`src/rtl/float_add_pipe.sv`:
```
// Three-stage IEEE-style float adder/subtractor, round-to-nearest-even, subnormals flushed to zero.
// Latency 3 cycles; a single global stall freezes every stage while the output waits on out_ready.
module float_add_pipe #(
  parameter int EXP_W = 8,
  parameter int MAN_W = 23
) (
  input  logic                   clk,
  input  logic                   rst_n,
  input  logic                   in_valid,
  output logic                   in_ready,
  input  logic [EXP_W+MAN_W:0]   A,
  input  logic [EXP_W+MAN_W:0]   B,
  input  logic                   sub,
  output logic                   out_valid,
  input  logic                   out_ready,
  output logic [EXP_W+MAN_W:0]   S,
  output logic                   overflow,
  output logic                   underflow,
  output logic                   invalid
);
  localparam int W   = 1 + EXP_W + MAN_W;
  localparam int N   = MAN_W + 4;           // hidden, fraction, guard, round, sticky
  localparam int EW  = EXP_W + 2;           // exponent with sign/headroom
  localparam int LZW = $clog2(N);
  localparam logic [EXP_W-1:0] EXP_MAX = '1;
  localparam logic [W-1:0]     QNAN    = {1'b0, EXP_MAX, 1'b1, {(MAN_W-1){1'b0}}};

  logic adv;
  assign adv      = !(out_valid && !out_ready);
  assign in_ready = adv;

  // ---------------- stage 1: unpack, specials, swap, align ----------------
  logic                 sa, sb, sx;
  logic [EXP_W-1:0]     ea, eb, ex, ey, dexp;
  logic [MAN_W-1:0]     ma, mb, mx, my;
  logic                 a_zero, b_zero, a_inf, b_inf, a_nan, b_nan, b_gt;
  logic [N-1:0]         y_ext, y_al;
  logic [2*N-1:0]       y_wide;
  logic                 c1_spec, c1_inv;
  logic [W-1:0]         c1_res;

  assign sa     = A[W-1];
  assign ea     = A[W-2:MAN_W];
  assign ma     = A[MAN_W-1:0];
  assign sb     = B[W-1] ^ sub;
  assign eb     = B[W-2:MAN_W];
  assign mb     = B[MAN_W-1:0];
  assign a_zero = (ea == '0);
  assign b_zero = (eb == '0);
  assign a_inf  = (ea == EXP_MAX) && (ma == '0);
  assign b_inf  = (eb == EXP_MAX) && (mb == '0);
  assign a_nan  = (ea == EXP_MAX) && (ma != '0);
  assign b_nan  = (eb == EXP_MAX) && (mb != '0);
  assign b_gt   = {eb, mb} > {ea, ma};

  always_comb begin
    c1_spec = 1'b1;
    c1_inv  = 1'b0;
    c1_res  = '0;
    if (a_nan || b_nan || (a_inf && b_inf && (sa != sb))) begin
      c1_res = QNAN;
      c1_inv = 1'b1;
    end else if (a_inf) begin
      c1_res = {sa, EXP_MAX, {MAN_W{1'b0}}};
    end else if (b_inf) begin
      c1_res = {sb, EXP_MAX, {MAN_W{1'b0}}};
    end else if (a_zero && b_zero) begin
      c1_res = {sa & sb, {(W-1){1'b0}}};
    end else if (a_zero) begin
      c1_res = {sb, B[W-2:0]};
    end else if (b_zero) begin
      c1_res = A;
    end else begin
      c1_spec = 1'b0;
    end
  end

  always_comb begin
    sx     = b_gt ? sb : sa;
    ex     = b_gt ? eb : ea;
    mx     = b_gt ? mb : ma;
    ey     = b_gt ? ea : eb;
    my     = b_gt ? ma : mb;
    dexp   = ex - ey;
    y_ext  = {1'b1, my, 3'b000};
    y_wide = {y_ext, {N{1'b0}}} >> dexp;
    // Far-shifted Y still matters for rounding, so it survives as a lone sticky bit.
    if (int'(dexp) >= N)
      y_al = {{(N-1){1'b0}}, 1'b1};
    else
      y_al = {y_wide[2*N-1:N+1], y_wide[N] | (|y_wide[N-1:0])};
  end

  logic               s1_vld, s1_spec, s1_inv, s1_sign, s1_sub;
  logic [W-1:0]       s1_res;
  logic [EXP_W-1:0]   s1_exp;
  logic [N-1:0]       s1_x, s1_y;

  always_ff @(posedge clk or negedge rst_n) begin
    if (!rst_n) begin
      s1_vld  <= 1'b0;
      s1_spec <= 1'b0;
      s1_inv  <= 1'b0;
      s1_sign <= 1'b0;
      s1_sub  <= 1'b0;
      s1_res  <= '0;
      s1_exp  <= '0;
      s1_x    <= '0;
      s1_y    <= '0;
    end else if (adv) begin
      s1_vld  <= in_valid;
      s1_spec <= c1_spec;
      s1_inv  <= c1_inv;
      s1_sign <= sx;
      s1_sub  <= sa ^ sb;
      s1_res  <= c1_res;
      s1_exp  <= ex;
      s1_x    <= {1'b1, mx, 3'b000};
      s1_y    <= y_al;
    end
  end

  // ---------------- stage 2: magnitude add / subtract ----------------
  logic [N:0] c2_sum;
  assign c2_sum = s1_sub ? ({1'b0, s1_x} - {1'b0, s1_y})
                         : ({1'b0, s1_x} + {1'b0, s1_y});

  logic               s2_vld, s2_spec, s2_inv, s2_sign;
  logic [W-1:0]       s2_res;
  logic [EXP_W-1:0]   s2_exp;
  logic [N:0]         s2_sum;

  always_ff @(posedge clk or negedge rst_n) begin
    if (!rst_n) begin
      s2_vld  <= 1'b0;
      s2_spec <= 1'b0;
      s2_inv  <= 1'b0;
      s2_sign <= 1'b0;
      s2_res  <= '0;
      s2_exp  <= '0;
      s2_sum  <= '0;
    end else if (adv) begin
      s2_vld  <= s1_vld;
      s2_spec <= s1_spec;
      s2_inv  <= s1_inv;
      s2_sign <= s1_sign;
      s2_res  <= s1_res;
      s2_exp  <= s1_exp;
      s2_sum  <= c2_sum;
    end
  end

  // ---------------- stage 3: normalise, round, pack ----------------
  logic [LZW-1:0]   lz;
  logic [N-1:0]     norm;
  logic [MAN_W:0]   mant;
  logic             rnd, stk, rnd_up;
  logic [MAN_W+1:0] mant_r;
  logic [MAN_W-1:0] frac;
  logic [EW-1:0]    e_n, e_r;
  logic [W-1:0]     c3_s;
  logic             c3_ovf, c3_unf, c3_inv;

  always_comb begin
    lz = '0;
    for (int i = 0; i < N; i++)
      if (s2_sum[i]) lz = LZW'(N - 1 - i);
    norm = s2_sum[N-1:0] << lz;
    if (s2_sum[N]) begin
      mant = s2_sum[N:4];
      rnd  = s2_sum[3];
      stk  = |s2_sum[2:0];
      e_n  = {2'b00, s2_exp} + EW'(1);
    end else begin
      mant = norm[N-1:3];
      rnd  = norm[2];
      stk  = |norm[1:0];
      e_n  = {2'b00, s2_exp} - EW'(lz);
    end
    rnd_up = rnd & (stk | mant[0]);
    mant_r = {1'b0, mant} + {{(MAN_W+1){1'b0}}, rnd_up};
    e_r    = mant_r[MAN_W+1] ? e_n + EW'(1) : e_n;
    frac   = mant_r[MAN_W+1] ? mant_r[MAN_W:1] : mant_r[MAN_W-1:0];

    c3_s   = {s2_sign, e_r[EXP_W-1:0], frac};
    c3_ovf = 1'b0;
    c3_unf = 1'b0;
    c3_inv = 1'b0;
    if (s2_spec) begin
      c3_s   = s2_res;
      c3_inv = s2_inv;
    end else if (s2_sum == '0) begin
      c3_s = '0;  // exact cancellation is +0 under round-to-nearest
    end else if ($signed(e_n) < $signed(EW'(1))) begin
      c3_s   = {s2_sign, {(W-1){1'b0}}};
      c3_unf = 1'b1;
    end else if ($signed(e_r) >= $signed({2'b00, EXP_MAX})) begin
      c3_s   = {s2_sign, EXP_MAX, {MAN_W{1'b0}}};
      c3_ovf = 1'b1;
    end
  end

  always_ff @(posedge clk or negedge rst_n) begin
    if (!rst_n) begin
      out_valid <= 1'b0;
      S         <= '0;
      overflow  <= 1'b0;
      underflow <= 1'b0;
      invalid   <= 1'b0;
    end else if (adv) begin
      out_valid <= s2_vld;
      S         <= c3_s;
      overflow  <= c3_ovf;
      underflow <= c3_unf;
      invalid   <= c3_inv;
    end
  end

endmodule
```
`config.mk`:
```
export PLATFORM = sky130hd
export DESIGN_NAME = float_add_pipe
export DESIGN_NICKNAME = d
export VERILOG_FILES = /design/src/rtl/float_add_pipe.sv
export SDC_FILE = /design/constraint.sdc
export NUM_CORES = 1
export LEC_CHECK = 0
export CORE_MARGIN = 2
export CORE_UTILIZATION = 35
export DETAILED_ROUTE_END_ITERATION = 10
export PLACE_DENSITY = 0.49
export SYNTH_ARGS = -nofsm -noshare
export SYNTH_HDL_FRONTEND = slang
export SYNTH_SLANG_ARGS = --single-unit
```
`constraint.sdc`:
```
create_clock -name clk -period 6.4 [get_ports clk]
set_input_delay 1.28 -clock clk [delete_from_list [all_inputs] [get_ports clk]]
set_output_delay 1.28 -clock clk [all_outputs]
set_load 0.02 [all_outputs]
```
Word-level counts from Yosys, hierarchy flattened --
Cells that the tools add are included.
Operators by class: shift operators 2, order comparisons 4, bitwise logic cells 6, add/subtract/negate cells 7, multiplexer cells 65, reduce and logical (&&, ||, !) cells 22, equal/unequal tests 3
Operators with widths (number):
- two-way mux 32 bit | 8
- two-way mux 5 bit | 27
- two-way mux 23 bit | 3
- two-way mux 31 bit | 2
- >> shifter 54 x 8 -> 54 bit | 1
- zero test 23 bit | 2
- nonzero test 23 bit | 2
- greater-than comparator 31 bit | 1
- adder 27 x 27 -> 28 bit | 1
- zero test 28 bit | 1
- two-way mux 28 bit | 1
- subtractor 27 x 27 -> 28 bit | 1
- two-way mux 27 bit | 1
- OR reduction 27 bit | 1
- left shift 27 x 5 -> 27 bit | 1
- adder 24 x 1 -> 25 bit | 1
- two-way mux 24 bit | 1
- two-way mux 10 bit | 2
- two-way mux 1 bit | 18
- == test 8 bit (second input constant) | 2
- zero test 8 bit | 2
- two-way mux 8 bit | 2
- adder 10 x 1 -> 10 bit (second input constant) | 1
- >= comparator 10 x 9 -> 1 bit (second input constant) | 1
- 14 further kinds | 26
Storage, ports and cells: flip-flop bits (word level) 204, word-level logic and storage cells 130, bits of input ports 69, output and inout bits 37

Logic depth before layout (Yosys ltp) --
depth in word-level cells 39, gate-level depth with buffers 26, gate-level depth less buffers 21

Worst setup path after synthesis --
No wires, ideal clock.
path type in2reg, start input A[25], end register s1_y[0], required time 6.265 ns, setup slack -0.095 ns, cell stages on the path 25, path buffers 6, library setup time 0.135 ns, arrival time 6.360 ns, path through inv_1 -> ha_1 -> buf_2 -> o21ai_0 -> o21a_1 -> o21ai_0 -> a211oi_1 -> a211o_1 -> buf_1 -> clkbuf_1 -> a22oi_1 -> ha_1 -> clkbuf_1 -> inv_2 -> clkbuf_1 -> clkbuf_1 -> mux4_2 -> mux2i_1 -> o211ai_1 -> a21oi_1 -> a32oi_1 -> o21bai_1 -> nand4_1 -> o31ai_1 -> a22oi_1
On the way: cells in the longest elaborated chain, start to end 7, elaborated cells on any way between the ends 10, classes of those cells 1 x add/sub; 2 x order compare; 1 x shift; 4 x mux; 1 x bitwise; 1 x reduce/logical
RTL lines:
- from (decl) | RTL line 11 | input logic [EXP_W+MAN_W:0] A,
- greater-than comparator 31 bit | RTL line 54 | assign b_gt = {eb, mb} > {ea, ma};
- two-way mux 8 bit (on tied branches) | RTL line 80, 82
- subtractor 8 bit | RTL line 84 | dexp = ex - ey;
- >> shifter 54 x 8 -> 54 bit | RTL line 86 | y_wide = {y_ext, {N{1'b0}}} >> dexp;
- OR reduction 27 bit | RTL line 91 | y_al = {y_wide[2*N-1:N+1], y_wide[N] | (|y_wide[N-1:0])};
- bitwise OR 1 bit | RTL line 91
- two-way mux 27 bit * | RTL line 88 | if (int'(dexp) >= N)
- to (signal assigned) | RTL line 119 | s1_y <= y_al;
- to (decl) | RTL line 97 | logic [N-1:0] s1_x, s1_y;
Every way passes the cells marked *; elsewhere a longest branch is shown, timed or not. A chain may end at the register's enable or synchronous reset.

Worst setup path in the final report --
start input A[14], end register s1_y[23]
On the way: cells in the longest elaborated chain, start to end 5, elaborated cells on any way between the ends 8, classes of those cells 1 x add/sub; 2 x order compare; 1 x shift; 4 x mux
RTL lines (RTL line):
- greater-than comparator 31 bit | 54
- two-way mux 8 bit (on tied branches) | 80, 82
- subtractor 8 bit | 84
- >> shifter 54 x 8 -> 54 bit / >= comparator 8 x 5 -> 1 bit (equally long branches) | 86, 88
- two-way mux 27 bit * | 88
Marks and branches as above.

==> flow_results.org <==
** Synthesis
- The share of the Yosys chip area taken by registers is 29.0%.
- Post-Synthesis Net Count :: 2394
- Of all flip-flops after synthesis, the portion carrying an async set or reset was 100%.
- Syn Area/Cell :: 7.88 sq um
- After synthesis, the netlist uses 99 different library cells.
- Synthesis produced 2232 cells.
- After synthesis the cells add up to 17600 sq um.
- Counting flops with a built-in enable in the synthesized netlist gives 0.
- The Yosys step of the flow raised 0 warnings.
- Most used flip-flop cell after synthesis :: sky130_fd_sc_hd__dfrtp_1
- The synthesized design contains 204 register bits.

** Global route
- The first global-routing pass estimated 106000 microns of wire.
- Maximum number of pins on one net before global-route repair :: 229
- The number of antenna violations at the first check in global routing was 2.
- Global routing finished with a remaining overflow of 0.
- For this run, the total global-route usage over all layers was measured as 25.7%.
- The via count of the first global-routing pass is 17500.

** Die
- Horizontal die dimension :: 228 microns
- Die boundary height :: 228 microns
- Effective utilization at floorplan :: 35.3%
- During I/O placement, the number of pins put on the boundary was 106.
- Std-Cell Rows :: 82
- Core Region :: 49900 sq um
- Total die area :: 52100 sq um

** Setup path
- CP bufs+invs :: 3
- In this run the worst path has a maximum fanout of 7.
- Top cell by count, worst path :: sky130_fd_sc_hd__o21ai_0
- For the worst setup path, the data arrival time is 6650 ps.
- Critical-path cell list :: clkdlybuf4s50_1 > inv_1 > ha_1 > nand4_1 > nor4_4 > o221ai_1 > o211a_1 > buf_4 > a211oi_4 > nor3_1 > o311ai_1 > nand2_1 > or3_1 > a21oi_1 > o21ai_0 > a2111o_1 > or4_1 > o21ai_0
- For this run, the slowest stage of the critical path takes 600 ps.
- In this design, the largest share of critical-path delay is due to compound AO/OA/AOI/OAI gates.
- Crit. End Element :: flip-flop
- Worst setup SP type :: primary input
- For this design, the slowest cell found on the critical path is sky130_fd_sc_hd__or4_1.
- The worst setup path is of the in2reg kind.
- At the worst endpoint, the required time is 6870 ps.

** Clock network
- In this run the number of H-tree levels came out at 1.
- Clock sink total :: 204
- Buffer type at the clock tree root :: sky130_fd_sc_hd__clkbuf_16
- No sink is reached through more buffers than the 3 on the longest clock path.
- At the later pin of the worst-skew pair, clock insertion delay measures 560 ps.
- Clock-pin slew was measured on the worst setup and hold paths at 60 ps.
- Number of buffers created by CTS :: 26
- Clock tree from TritonCTS :: done

** Timing
- Setup repair after global routing left no endpoint under its margin.
- Count of final hold-check violations :: 0
- Final Max Slew Viols :: 0
- Portion of the clock cycle consumed by the worst path in the final layout :: 96.7%
- Clock skew on the completed layout was measured at 26.5 ps.
- Setup slack closes at 213 ps.
- Headroom to the max-slew limit came out at 30.2%.
- Max Freq :: 0.162 GHz
- The smallest clock period supported by the final layout is computed as 6190 ps.
- Worst-margin pin slew :: 1050 ps
- Setup violations remaining at the end of the flow were counted as 0.

** Cells and area
- Count of nets after finishing :: 2633
- Measured on the finished design, the core utilization comes to 43.7%.
- Fill cells in the final layout number 5093.
- Area grow syn2layout :: 23.9%
- Post-Layout Cell Count :: 3162
- Leaving out fill and tap cells, the most frequent cell in the layout is sky130_fd_sc_hd__nand2_1.
- Leaving out fill and tap cells, the most frequent cells in the layout are sky130_fd_sc_hd__nand2_1, sky130_fd_sc_hd__buf_4, sky130_fd_sc_hd__dfrtp_1.
- Layout cells sized above 1 :: 14.9%

** Placed design
- Before CTS, the worst setup slack after placement is -524 ps.
- Counting tap cells, the placed design contains a total of 3114 instances.
- The congestion estimate from routability-driven global placement came to 0.926.
- Post-DP HPWL :: 54000 microns
- Port buffer count :: 105

** Power
- The analysis attributes to cell leakage a power of 9.67 nW.
- Combinational cells account for 62.3% of the total power.
- The internal power of the cells totals 4.82 mW.
- Power per cell area :: 431 nW/um^2
- Switching share of power :: 48.7%
- Across the VDD grid, the largest voltage drop is 0.000224 V.
- The clock network is responsible for 15.5% of the overall power.
- Sequential cells account for 22.2% of the total power.
- In this run the power spent charging and discharging nets is 4.58 mW.

** Outcome
- The run finished with clean final reports.

** Detailed routing
- After detailed routing, the average wire length per cell comes to 21.6 microns.
- Count of nets left with antenna violations after detail routing :: 0
- Before antenna repair, the detailed router went through 7 iterations.
- Iteration-0 DRC Markers :: 1378
- DRC violations left :: 0
- For this block, the routed nets add up to 68400 microns of wire.
- After detailed routing, the number of vias per cell comes to 5.72.
- Vias after detailed routing :: 18100

** Job
- The tool flagged a number of max-cap violations equal to 0.

** Min path
- The min-delay analysis places its worst path in the category reg2reg.
[power by group through the flow]
stage	Sequential, mW	Clock, mW	Combinational, mW
after global routing	2.14	1.56	6.35
after CTS	2.08	1.50	5.79
after global placement	2.09	0	5.77
after floorplan	1.95	0	3.74
final	2.09	1.46	5.85
after detailed placement	2.11	0	5.77
[path summary, 6_finish.rpt]
path	from	to	slack (ps)	cells after the start
max	A[14]	s1_y[23]	210	18
min	s1_res[1]	s2_res[1]	460	2
max reg2reg	s2_sum[26]	S[10]	650	23
min reg2reg	s1_res[1]	s2_res[1]	460	2
max in group asynchronous	rst_n	s1_x[11]	4250	2
min in group asynchronous	rst_n	S[13]	760	1
[logic make-up after synthesis]
kind of cell | Yosys count | share of synthesized area, %
AOI/OAI and AO/OA | 682 | 25.7
xor gates and xnor gates | 61 | 3.04
adders and majority gates | 93 | 6.70
buffers and inverters | 259 | 5.90
DFF | 204 | 29.0
muxes | 120 | 8.19
and+or+nand+nor | 813 | 21.4
[cell type report]
type	count	area, sq um	share of cell area (%)
antenna	1	2.50	0.0115
tap	672	841	3.86
timing repair buffer	355	3030	13.9
clock inverter	10	133	0.608
sequential	204	5100	23.4
multi-input combinational	1769	11500	52.9
inverter	115	442	2.03
clock buffer	36	718	3.29
[synthesized netlist by cell type, types with 18 or more instances]
cell | number | share of area [%]
sky130_fd_sc_hd__buf_2 | 18 | 0.51
sky130_fd_sc_hd__a31oi_1 | 21 | 0.75
sky130_fd_sc_hd__o211ai_1 | 23 | 0.98
sky130_fd_sc_hd__xor2_1 | 18 | 0.90
sky130_fd_sc_hd__mux4_2 | 18 | 2.3
sky130_fd_sc_hd__xnor2_1 | 43 | 2.1
sky130_fd_sc_hd__a211oi_1 | 20 | 0.85
sky130_fd_sc_hd__a22oi_1 | 29 | 1.2
sky130_fd_sc_hd__nand4_1 | 27 | 0.96
sky130_fd_sc_hd__o22ai_1 | 31 | 1.1
sky130_fd_sc_hd__mux2i_1 | 92 | 5.2
sky130_fd_sc_hd__nor2_1 | 166 | 3.5
sky130_fd_sc_hd__o21ai_0 | 153 | 4.4
sky130_fd_sc_hd__dfrtp_1 | 204 | 29
sky130_fd_sc_hd__nand2_1 | 366 | 7.8
sky130_fd_sc_hd__and3_1 | 31 | 1.1
sky130_fd_sc_hd__a21oi_1 | 177 | 5.0
sky130_fd_sc_hd__nand2b_1 | 20 | 0.71
sky130_fd_sc_hd__nand3_1 | 45 | 1.3
sky130_fd_sc_hd__o31ai_1 | 24 | 1.0
sky130_fd_sc_hd__clkbuf_1 | 109 | 2.3
sky130_fd_sc_hd__nor3_1 | 46 | 1.3
sky130_fd_sc_hd__or3_1 | 20 | 0.71
sky130_fd_sc_hd__nor4_1 | 23 | 0.82
sky130_fd_sc_hd__inv_1 | 109 | 2.3
sky130_fd_sc_hd__ha_1 | 91 | 6.5
[registers in the layout (all words and copies together), names as in the netlist, 8 cells and up]
signal and cells:
s1_y 27, s1_x 24, s2_sum 28, s2_res 32
s1_exp 8, s1_res 32, s2_exp 8, S 32
[through the flow]
step	power [mW]	area [sq um]	TNS [ps]	hold slack (ps)
final	9.40	21800	0	456
after CTS	9.37	21700	0	464
after floorplan	5.69	17600	0	430
after global placement	7.86	20900	-1020	442
after global routing	10.0	21800	0	486
after detailed placement	7.87	20900	-4940	450
[metal layers]
metal	global-route usage (%)	wire length [microns]
met2	42.0	31200
met5	0	26
met4	7.25	2200
met1	35.7	31300
met3	3.29	3680
[repair_timing]
action / CTS / global route
hold buffers: 0 / 0
endpoints found under the hold margin: 0 / 0
buffers inserted: 0 / 1
gates resized for setup: 0 / 12
endpoints found under the setup margin: 0 / 5
[worst register-to-register path: cells and delay by family (launching register included)]
family / cells / cell delay (ps)
buffers and inverters: 5 / 860
DFF: 1 / 530
adders and majority gates: 1 / 220
AOI/OAI and AO/OA: 10 / 2460
and+or+nand+nor: 7 / 1580
No activity file was read; power rests on OpenSTA's default activity.
